==> config.mk <==
export PLATFORM = sky130hd
export DESIGN_NAME = control_sequencer
export DESIGN_NICKNAME = d
export VERILOG_FILES = /design/src/rtl/proc_pkg.sv /design/src/rtl/dec2to4.sv /design/src/rtl/control_sequencer.sv
export SDC_FILE = /design/constraint.sdc
export NUM_CORES = 1
export LEC_CHECK = 0
export CORE_AREA = 10 10 53 55
export DETAILED_ROUTE_END_ITERATION = 7
export DIE_AREA = 0 0 63 65
export PLACE_DENSITY = 0.78
export SKIP_LAST_GASP = 1
export SYNTH_ARGS = -nofsm -noshare
export SYNTH_HDL_FRONTEND = slang
export SYNTH_SLANG_ARGS = --single-unit
==> constraint.sdc <==
create_clock -name CLKb -period 4.5 [get_ports CLKb]
set_clock_uncertainty 0.15 [all_clocks]
set_input_delay 0.45 -clock CLKb [delete_from_list [all_inputs] [get_ports CLKb]]
set_output_delay 0.45 -clock CLKb [all_outputs]
set_load 0.02 [all_outputs]
==> src/rtl/proc_pkg.sv <==
// Shared definitions for the processor control path: sequencer states,
// opcode values, instruction field positions and opcode classification.
package proc_pkg;

    typedef enum logic [1:0] {
        T0 = 2'd0,
        T1 = 2'd1,
        T2 = 2'd2,
        T3 = 2'd3
    } state_t;

    // Instruction classes that share one step sequence
    typedef enum logic [2:0] {
        CL_LOAD,
        CL_COPY,
        CL_BIN,
        CL_UN,
        CL_SHIFT,
        CL_ILL
    } op_class_t;

    localparam int unsigned IR_W    = 10;
    localparam int unsigned OPC_MSB = 9;
    localparam int unsigned OPC_LSB = 6;
    localparam int unsigned RX_MSB  = 5;
    localparam int unsigned RX_LSB  = 4;
    localparam int unsigned RY_MSB  = 3;
    localparam int unsigned RY_LSB  = 2;

    localparam logic [3:0] OP_LOAD = 4'b0000;
    localparam logic [3:0] OP_COPY = 4'b0001;
    localparam logic [3:0] OP_ADD  = 4'b0010;
    localparam logic [3:0] OP_SUB  = 4'b0011;
    localparam logic [3:0] OP_NEG  = 4'b0100;
    localparam logic [3:0] OP_INV  = 4'b0101;
    localparam logic [3:0] OP_AND  = 4'b0110;
    localparam logic [3:0] OP_OR   = 4'b0111;
    localparam logic [3:0] OP_XOR  = 4'b1000;
    localparam logic [3:0] OP_LSL  = 4'b1001;
    localparam logic [3:0] OP_LSR  = 4'b1010;
    localparam logic [3:0] OP_ASR  = 4'b1011;

    function automatic op_class_t classify(input logic [3:0] op);
        op_class_t cls;
        case (op)
            OP_LOAD:                                cls = CL_LOAD;
            OP_COPY:                                cls = CL_COPY;
            OP_ADD, OP_SUB, OP_AND, OP_OR, OP_XOR:  cls = CL_BIN;
            OP_NEG, OP_INV:                         cls = CL_UN;
            OP_LSL, OP_LSR, OP_ASR:                 cls = CL_SHIFT;
            default:                                cls = CL_ILL;
        endcase
        return cls;
    endfunction

endpackage

==> src/rtl/dec2to4.sv <==
// 2-to-4 one-hot decoder with enable; all outputs low when disabled.
module dec2to4 (
    input  logic [1:0] sel,
    input  logic       en,
    output logic [3:0] y
);

    // Raise exactly the selected line while enabled
    always_comb begin
        y = '0;
        if (en) begin
            y[sel] = 1'b1;
        end
    end

endmodule

==> src/rtl/control_sequencer.sv <==
// Instruction sequencer for a four-register bus datapath. Captures an
// instruction on Exec in T0, then steps T1..T3 producing Moore control
// strobes decoded from state and IR. All state changes on the falling edge.
module control_sequencer
    import proc_pkg::*;
(
    input  logic       CLKb,
    input  logic       RSTb,
    input  logic       Exec,
    input  logic [9:0] INSTR,
    output logic       Ain,
    output logic       Gin,
    output logic       Gout,
    output logic [3:0] FN,
    output logic [3:0] Rin,
    output logic [3:0] Rout,
    output logic       Extrn,
    output logic       Done,
    output logic       Busy,
    output logic       Ill
);

    state_t            state;
    state_t            next_state;
    logic [IR_W-1:0]   ir;

    logic [3:0]        opcode;
    logic [1:0]        rx;
    logic [1:0]        ry;
    op_class_t         cls;

    logic              rin_en;
    logic [1:0]        rin_sel;
    logic              rout_en;
    logic [1:0]        rout_sel;

    assign opcode = ir[OPC_MSB:OPC_LSB];
    assign rx     = ir[RX_MSB:RX_LSB];
    assign ry     = ir[RY_MSB:RY_LSB];
    assign cls    = classify(opcode);

    // State and instruction register; IR loads only when a start is accepted
    always_ff @(negedge CLKb or negedge RSTb) begin
        if (!RSTb) begin
            state <= T0;
            ir    <= '0;
        end else begin
            state <= next_state;
            if (state == T0 && Exec) begin
                ir <= INSTR;
            end
        end
    end

    // Next-state and per-step control decode
    always_comb begin
        next_state = state;
        Ain        = 1'b0;
        Gin        = 1'b0;
        Gout       = 1'b0;
        Extrn      = 1'b0;
        Done       = 1'b0;
        Ill        = 1'b0;
        rin_en     = 1'b0;
        rin_sel    = '0;
        rout_en    = 1'b0;
        rout_sel   = '0;

        case (state)
            T0: begin
                if (Exec) begin
                    next_state = T1;
                end
            end
            T1: begin
                case (cls)
                    CL_LOAD: begin
                        Extrn      = 1'b1;
                        rin_en     = 1'b1;
                        rin_sel    = rx;
                        Done       = 1'b1;
                        next_state = T0;
                    end
                    CL_COPY: begin
                        rout_en    = 1'b1;
                        rout_sel   = ry;
                        rin_en     = 1'b1;
                        rin_sel    = rx;
                        Done       = 1'b1;
                        next_state = T0;
                    end
                    CL_BIN: begin
                        rout_en    = 1'b1;
                        rout_sel   = rx;
                        Ain        = 1'b1;
                        next_state = T2;
                    end
                    CL_UN: begin
                        rout_en    = 1'b1;
                        rout_sel   = ry;
                        Ain        = 1'b1;
                        next_state = T2;
                    end
                    CL_SHIFT: begin
                        rout_en    = 1'b1;
                        rout_sel   = rx;
                        Gin        = 1'b1;
                        next_state = T2;
                    end
                    default: begin
                        Done       = 1'b1;
                        Ill        = 1'b1;
                        next_state = T0;
                    end
                endcase
            end
            T2: begin
                case (cls)
                    CL_BIN: begin
                        rout_en    = 1'b1;
                        rout_sel   = ry;
                        Gin        = 1'b1;
                        next_state = T3;
                    end
                    CL_UN: begin
                        Gin        = 1'b1;
                        next_state = T3;
                    end
                    CL_SHIFT: begin
                        Gout       = 1'b1;
                        rin_en     = 1'b1;
                        rin_sel    = rx;
                        Done       = 1'b1;
                        next_state = T0;
                    end
                    default: begin
                        next_state = T0;
                    end
                endcase
            end
            T3: begin
                Gout       = 1'b1;
                rin_en     = 1'b1;
                rin_sel    = rx;
                Done       = 1'b1;
                next_state = T0;
            end
            default: begin
                next_state = T0;
            end
        endcase
    end

    // Function code is meaningful only while a legal instruction is running
    always_comb begin
        FN   = '0;
        Busy = (state != T0);
        if (state != T0 && cls != CL_ILL) begin
            FN = opcode;
        end
    end

    dec2to4 u_rin_dec (
        .sel (rin_sel),
        .en  (rin_en),
        .y   (Rin)
    );

    dec2to4 u_rout_dec (
        .sel (rout_sel),
        .en  (rout_en),
        .y   (Rout)
    );

endmodule

# Word level (Yosys, flattened, before mapping)
# Memories as Yosys holds them, arrays and structs flattened.
# Cells that the tools add are included.
[classes]
order_cmp = 4
eq_ne = 9
mux = 33
reduce_logical = 14
[op_table]
columns = ["cell", "n"]
rows = [
  ["$mux W1", 13],
  ["$mux W2", 6],
  ["$mux W4", 3],
  ["$pmux W2 S2", 2],
  ["$pmux W2 S4", 1],
  ["$reduce_or A2 Y1", 4],
  ["$eq A3 B2 Y1 const B", 2],
  ["$lt A2 B3 Y1 const B", 2],
  ["$pmux W1 S2", 3],
  ["$pmux W1 S3", 2],
  ["$pmux W2 S3", 1],
  ["$reduce_or A5 Y1", 1],
  ["$demux W1 S2", 2],
  ["$eq A2 B2 Y1 const B", 2],
  ["$ge A2 B1 Y1 const B", 2],
  ["$logic_and A1 B1 Y1", 4],
  ["$reduce_or A4 Y1", 1],
  ["$eq A3 B1 Y1 const B", 1],
  ["$eq A3 B3 Y1 const B", 1],
  ["$logic_not A3 Y1", 1],
  ["$ne A3 B3 Y1 const B", 1],
  ["$reduce_or A3 Y1", 1],
  ["$eq A2 B1 Y1 const B", 1],
  ["$logic_not A2 Y1", 1],
  ["other kinds (2)", 2],
]
[word_totals]
mem_bits_ro = 48
memories = 1
wordCells = 63
output_inout_bits = 19
register_bits = 12
[mem_list]
columns = ["memory", "depth", "width", "read_ports", "rd_clocked_by_memory_dff", "wr", "line_no", "source"]
rows = [
  ["(no name shown)", 16, 3, 1, 0, 0, "proc_pkg.sv:45", "case (op)"],
]

# Longest topological paths before layout
# Gate-level depths: netlist (run 1).
# An unclocked memory read counts as a cell.
[logic_depth]
ltp_word = 10
mapped_depth = 7
ltp_nobuf = 7

# Cells and area by module
# A second synthesis (run 1) with hierarchy kept.
[unflattened]
cells_unflattened = 87
hier_area_um2 = 809.5
[modules_own_cells]
columns = ["mod", "cells_each", "instances", "area_per_inst_um2"]
rows = [
  ["control_sequencer", 79, 1, 734.5],
  ["dec2to4", 4, 2, 37.5],
]

==> impl_metrics.env, run 1 <==
export IMPL_status="finished with violations"
export IMPL_violations="setup timing"
export IMPL_min_path_type="reg2reg"
export IMPL_worstHoldEndpoint="ir[3]"
export IMPL_crit_arrival_ns=4.26
export IMPL_grt_ovfl_total=0
export IMPL_grt_pass1_wl_um=4450
export IMPL_tightest_slew_ns=0.4607
export IMPL_clock_sinks=10
export IMPL_wl_um=2907
export IMPL_syn_num_nets=105
export IMPL_dpl_hpwl_um=1983
export IMPL_drt_wirelength_per_cell_um=16.52
export IMPL_multiInputGateArea_um2=684.4
export IMPL_drv_cap=0
export IMPL_synth_cell_area_um2=804.5
export IMPL_setup_tns_ns=-2.709
export IMPL_r2r_cells=5
export IMPL_rsz0062_at_grt="yes"
export IMPL_fillCellCount=105
export IMPL_seq_area_um2=250.2
export IMPL_start_kind="flip-flop"
export IMPL_cts_root_buf="clkbuf_4"
export IMPL_grt_usage_pct=13.09
export IMPL_r2r_start="state[1]"
export IMPL_drc=0
export IMPL_ant_nets=0
export IMPL_setup_viol=10
export IMPL_setup_ws_ns=-0.3626
export IMPL_clkPwrFrac_pct=5.0
export IMPL_die_h_um=65
export IMPL_synthCells=87
export IMPL_drive_gt1_share_pct=61.07
export IMPL_layout_nets=169
export IMPL_slew_headroom_pct=69.19
export IMPL_powerDensity_nw_per_um2=788.1
export IMPL_crit_fanout=4
export IMPL_critPathCaptureType="output port"
export IMPL_pwr_share_comb_pct=77.7
export IMPL_dieArea_um2=4095
export IMPL_synth_cell_types=35
export IMPL_synth_area_leaders="dfrtn_1, mux2_2, ha_1"
export IMPL_num_antenna_cells=0
export IMPL_cts_reportedPaths_clkPinSlew_ns=0.05
export IMPL_ys_seq_elements=10
export IMPL_path_class="reg2out"
export IMPL_grt_pass1_vias=1003
export IMPL_antenna_found_initial=0
export IMPL_peakVddDrop_v=0.0004885
export IMPL_routabilityCongestion=0.7778
export IMPL_r2r_end="ir[5]"
export IMPL_ff2ff_setup_slack_ns=2.65
export IMPL_avgSynthCellArea_um2=9.247
export IMPL_drt_initial_drc_count=18
export IMPL_synth_top_area_share_pct=31.10
export IMPL_dp_slack_ns=-0.5894
export IMPL_synth_area_leader_cell="dfrtn_1"
export IMPL_p_sw_mw=0.5433
export IMPL_placedCellCount=163
export IMPL_hold_buffers=0
export IMPL_dr_total_vias=892
export IMPL_synth_seq_area_share_pct=31.10
export IMPL_port_buffers=29
export IMPL_cts_inserted_buffers=3
export IMPL_yosys_warnings=0
export IMPL_synth_edff_count=0
export IMPL_core_area_um2=1862
export IMPL_via_per_inst=5.068
export IMPL_synthTopCellsByCount="dfrtn_1, nor2_1, mux2_2"
export IMPL_worst_hold_slack_ns=0.3830
export IMPL_power_internal_mw=0.6725
export IMPL_h_tree_depth=1
export IMPL_ioPinCount=32
export IMPL_initial_core_util_pct=43.21
export IMPL_grt_max_degree=11
export IMPL_switching_share_pct=44.69
export IMPL_synthArstFlopShare_pct=100.0
export IMPL_holdPathStages=1
export IMPL_syn_to_final_growth_pct=91.76
export IMPL_ys_flop_type="dfrtn_1"
export IMPL_required_ns=3.90
export IMPL_hold_viol=0
export IMPL_clk_path_buf_depth=2
export IMPL_tritoncts="yes"
export IMPL_power_frac_seq_pct=17.3
export IMPL_clk_latency_ns=0.27
export IMPL_fin_cells=176
export IMPL_rows=16
export IMPL_fp_dieW_um=63
export IMPL_hp_start="ir[3]"
export IMPL_drv_slew=0
export IMPL_firstDrtPassIters=4
export IMPL_p_leak_nw=0.6981
[state kept, by name (all words and copies together), names as in the netlist]
register / count
ir: 8
state: 2
[placed cells by master, fill, tap and decap left out, types with 2 or more instances in the layout]
master,n
a21oi_2,2
inv_2,2
inv_1,4
dfrtn_1,10
and3_1,2
clkdlybuf4s50_1,10
buf_4,37
nor3_1,2
buf_2,2
mux2_2,8
nand2_1,6
nor2_1,9
ha_4,3
clkbuf_2,2
o21ai_2,2
nor4b_4,2
nor2_4,2
buf_6,9
clkbuf_4,3
nor3b_1,3
[what timing repair did]
item | in CTS | in global routing
resized for setup | 99 | 29
setup buffers | 6 | 5
setup endpoints to repair | 19 | 19
pin swaps | 6 | 3
[through the flow]
step                      util, %  cell area, um2  power (mW)
after floorplan                 -           822.0      0.5867
after global placement      69.42            1292      0.9011
after detailed placement    69.42            1292      0.9191
after CTS                   76.08            1416       1.059
after global routing        82.86            1543       1.286
final                       82.86            1543       1.216
[area by class of cell]
class,instances,area share (%)
multi-input combinational,67,44.36
timing repair buffer,63,34.31
sequential,10,16.22
tap,27,2.190
clock buffer,3,1.460
inverter,6,1.460
[power groups by stage]
| stage | logic, mW | clock network (mW) | registers, mW |
|---|---|---|---|
| after floorplan | 0.412 | 0 | 0.174 |
| after global routing | 1.00 | 0.0661 | 0.219 |
| final | 0.944 | 0.0613 | 0.210 |
| after global placement | 0.714 | 0 | 0.187 |
| after detailed placement | 0.730 | 0 | 0.189 |
| after CTS | 0.797 | 0.0617 | 0.200 |
[per-layer routing]
metal	GRT usage (%)	wire length (um)
met3	4.124	172
met5	0	0
met4	4.190	19
met1	13.46	1170
met2	24.62	1545
[worst max-delay path, stage by stage (launching register included)]
cell	delay, ns
dfrtn_1	0.39
inv_2	0.14
ha_4	0.17
or4b_4	0.46
o311a_4	0.16
nor2_4	0.09
nand2_1	0.06
nor2_1	0.10
buf_4	0.15
[worst max path at each step]
stage                   from  endpoint  slack [ns]  depth (start not counted)
floorplan           state[1]   Rout[2]       -0.02                          7
global placement    state[1]   Rout[1]       -0.52                          8
detailed placement  state[1]   Rout[1]       -0.59                          8
CTS                 state[0]   Rout[2]       -0.30                          7
global route        state[1]    Rin[2]       -0.43                          8
finish              state[1]    Rin[2]       -0.36                          8
[logic make-up (layout without fill, tap and decap cells)]
logic type                 Yosys count  after routing  synth area share [%]
AOI/OAI and AO/OA                   16             16                 14.46
adders and majority gates            5              5                 7.776
buffers and inverters               10             72                 6.998
and+or+nand+nor                     37             37                 27.06
DFF                                 10             10                 31.10
muxes                                9              9                 12.60
No activity file was read; power rests on OpenSTA's default activity.
==> run 2, diff against run 1 <==
--- a/config.mk
+++ b/config.mk
@@ -5,10 +5,11 @@
 export SDC_FILE = /design/constraint.sdc
 export NUM_CORES = 1
 export LEC_CHECK = 0
-export CORE_AREA = 10 10 53 55
+export CORE_AREA = 10 10 52 54
+export CTS_BUF_LIST = sky130_fd_sc_hd__clkbuf_4 sky130_fd_sc_hd__clkbuf_8
 export DETAILED_ROUTE_END_ITERATION = 7
-export DIE_AREA = 0 0 63 65
-export PLACE_DENSITY = 0.78
+export DIE_AREA = 0 0 62 64
+export PLACE_DENSITY = 0.81
 export SKIP_LAST_GASP = 1
 export SYNTH_ARGS = -nofsm -noshare
 export SYNTH_HDL_FRONTEND = slang
==> constraint.sdc (replaced) <==
create_clock -name CLKb -period 6.1 [get_ports CLKb]
set_clock_uncertainty 0.15 [all_clocks]
set_input_delay 0.61 -clock CLKb [delete_from_list [all_inputs] [get_ports CLKb]]
set_output_delay 0.61 -clock CLKb [all_outputs]
set_load 0.02 [all_outputs]
==> run 2 against run 1 <==
The run now ends clean. Routed wire length fell by 17%. Sequential cell count did not move. Setup slack improved by 0.42 ns. Non-clock buffer count fell by 27. Cell count fell by 16%. Sequential power fell by 28%. Critical path type unchanged. Critical endpoint is now Rin[1]. Largest cell class unchanged.
==> impl_metrics.env, run 2 (synthesized netlist as in run 1, its figures left out) <==
export IMPL_switching_share_pct=46.36
export IMPL_pwr_share_comb_pct=67.9
export IMPL_use_met1_pct=12.94
export IMPL_clock_sinks=10
export IMPL_crit_path_max_incr_delay_ns=0.47
export IMPL_drt_wirelength_per_cell_um=16.33
export IMPL_port_buffers=29
export IMPL_tritoncts="yes"
export IMPL_top_register="ir"
export IMPL_powerDensity_nw_per_um2=562.6
export IMPL_dpl_hpwl_um=1811
export IMPL_drc=0
export IMPL_critPathCaptureType="output port"
export IMPL_clk_path_buf_depth=2
export IMPL_cts_inserted_buffers=3
export IMPL_met3_usage_pct=5.534
export IMPL_die_h_um=64
export IMPL_h_tree_depth=1
export IMPL_multiInputGateArea_um2=521.8
export IMPL_core_area_um2=1708
export IMPL_cpMaxStageDelayCell="or4b_1"
export IMPL_peakVddDrop_v=0.0002933
export IMPL_r2r_start="state[1]"
export IMPL_fillCellCount=133
export IMPL_largest_reg_flops=8
export IMPL_p_leak_nw=0.5287
export IMPL_reg_top3="ir (8), state (2)"
export IMPL_wl_um=2417
export IMPL_slew_headroom_pct=68.94
export IMPL_setup_viol=0
export IMPL_rows=15
export IMPL_grt_max_degree=13
export IMPL_grt_busiest_layer="met2"
export IMPL_required_ns=5.34
export IMPL_ff2ff_setup_slack_ns=4.26
export IMPL_hold_buffers=0
export IMPL_tightest_slew_ns=0.4644
export IMPL_initial_core_util_pct=47.11
export IMPL_cp_num_buf_inv=2
export IMPL_fin_cells=148
export IMPL_via_per_inst=5.304
export IMPL_cts_reportedPaths_clkPinSlew_ns=0.05
export IMPL_layout_commonest_cell="clkdlybuf4s50_1"
export IMPL_grt_pass1_wl_um=3884
export IMPL_dp_slack_ns=-0.05992
export IMPL_ant_nets=0
export IMPL_grt_util_met2_pct=21.41
export IMPL_grt_usage_pct=12.83
export IMPL_routabilityCongestion=0.8441
export IMPL_dieArea_um2=3968
export IMPL_seq_area_um2=250.2
export IMPL_r2r_cells=4
export IMPL_hp_start="ir[3]"
export IMPL_start_kind="flip-flop"
export IMPL_holdPathStages=1
export IMPL_min_path_type="reg2reg"
export IMPL_power_internal_mw=0.3546
export IMPL_cts_root_buf="clkbuf_4"
export IMPL_syn_to_final_growth_pct=46.03
export IMPL_grt_ovfl_total=0
export IMPL_crit_family="simple AND/OR/NAND/NOR gates"
export IMPL_power_frac_seq_pct=22.9
export IMPL_num_antenna_cells=0
export IMPL_r2r_end="ir[8]"
export IMPL_clkPwrFrac_pct=9.2
export IMPL_grt_pass1_vias=870
export IMPL_crit_cells=6
export IMPL_drv_cap=0
export IMPL_crit_fanout=5
export IMPL_ioPinCount=32
export IMPL_antenna_found_initial=0
export IMPL_dr_total_vias=785
export IMPL_layout_nets=142
export IMPL_drive_gt1_share_pct=30.08
export IMPL_crit_arrival_ns=5.28
export IMPL_status="completed"
export IMPL_final_cell_mix="clkdlybuf4s50_1, nor2_1, dfrtn_1"
export IMPL_fp_dieW_um=62
export IMPL_drt_initial_drc_count=8
export IMPL_drv_slew=0
export IMPL_worstHoldEndpoint="ir[3]"
export IMPL_firstDrtPassIters=4
export IMPL_setup_ws_ns=0.06117
export IMPL_p_sw_mw=0.3065
export IMPL_hold_viol=0
export IMPL_placedCellCount=140
export IMPL_path_class="reg2out"
export IMPL_clk_latency_ns=0.28
export IMPL_crit_chain="inv_1 > ha_2 > or4b_1 > o311a_2 > nor4b_2 > dlygate4sd1_1"
-- run 2: worst max-delay path by stage --
stage               startpoint       to  slack [ns]
detailed placement    state[1]  Rout[1]       -0.06
CTS                   state[0]  Rout[1]       -0.04
global route          state[1]   Rin[1]       -0.04
floorplan             state[1]   Rin[0]        0.45
global placement      state[1]  Rout[1]        0.06
finish                state[1]   Rin[1]        0.06
-- run 2: timing repair --
| action | in CTS | in global routing |
|---|---|---|
| gates cloned | 0 | 0 |
| setup endpoints to repair | 9 | 9 |
| gates resized for setup | 10 | 18 |
| buffers inserted | 4 | 0 |
-- run 2: power by group through the flow --
stage	clock (mW)	combinational, mW	sequential, mW
2_1_floorplan	0	0.296	0.126
3_3_place_gp	0	0.404	0.154
3_5_place_dp	0	0.418	0.154
4_1_cts	0.0613	0.447	0.148
5_1_grt	0.0687	0.486	0.158
6_report	0.0609	0.449	0.151
-- run 2: final cells by class --
cell class,count,share of cell area [%]
multi-input combinational,67,44.41
timing repair buffer,36,26.62
sequential,10,21.30
clock buffer,4,3.088
tap,25,2.662
inverter,6,1.917
-- run 2: per-layer routing --
layer | share of wire [%] | wire (um) | up-vias
met4 | 2.1 | 51 | 0
met1 | 38 | 916 | 371
met2 | 51 | 1229 | 27
li1 | - | - | 383
met5 | 0 | 0 | -
met3 | 9.1 | 219 | 4
-- run 2: through the flow --
stage / util [%] / TNS, ns / area (um2) / total power [mW] / hold slack, ns
after floorplan: - / 0 / 804.5 / 0.4223 / 0.2906
after global placement: 65.27 / 0 / 1115 / 0.5578 / 0.3076
after detailed placement: 65.27 / -0.05992 / 1115 / 0.5722 / 0.3173
after CTS: 69.30 / -0.03637 / 1184 / 0.6559 / 0.3373
after global routing: 68.79 / -0.06924 / 1175 / 0.7136 / 0.3646
final: 68.79 / 0 / 1175 / 0.6610 / 0.3366
-- run 2: worst reg2reg max path, stage by stage (launching register included) --
cell and delay, ns:
dfrtn_1 0.47, inv_1 0.10, ha_1 0.27, nand2_1 0.31, mux2_2 0.39
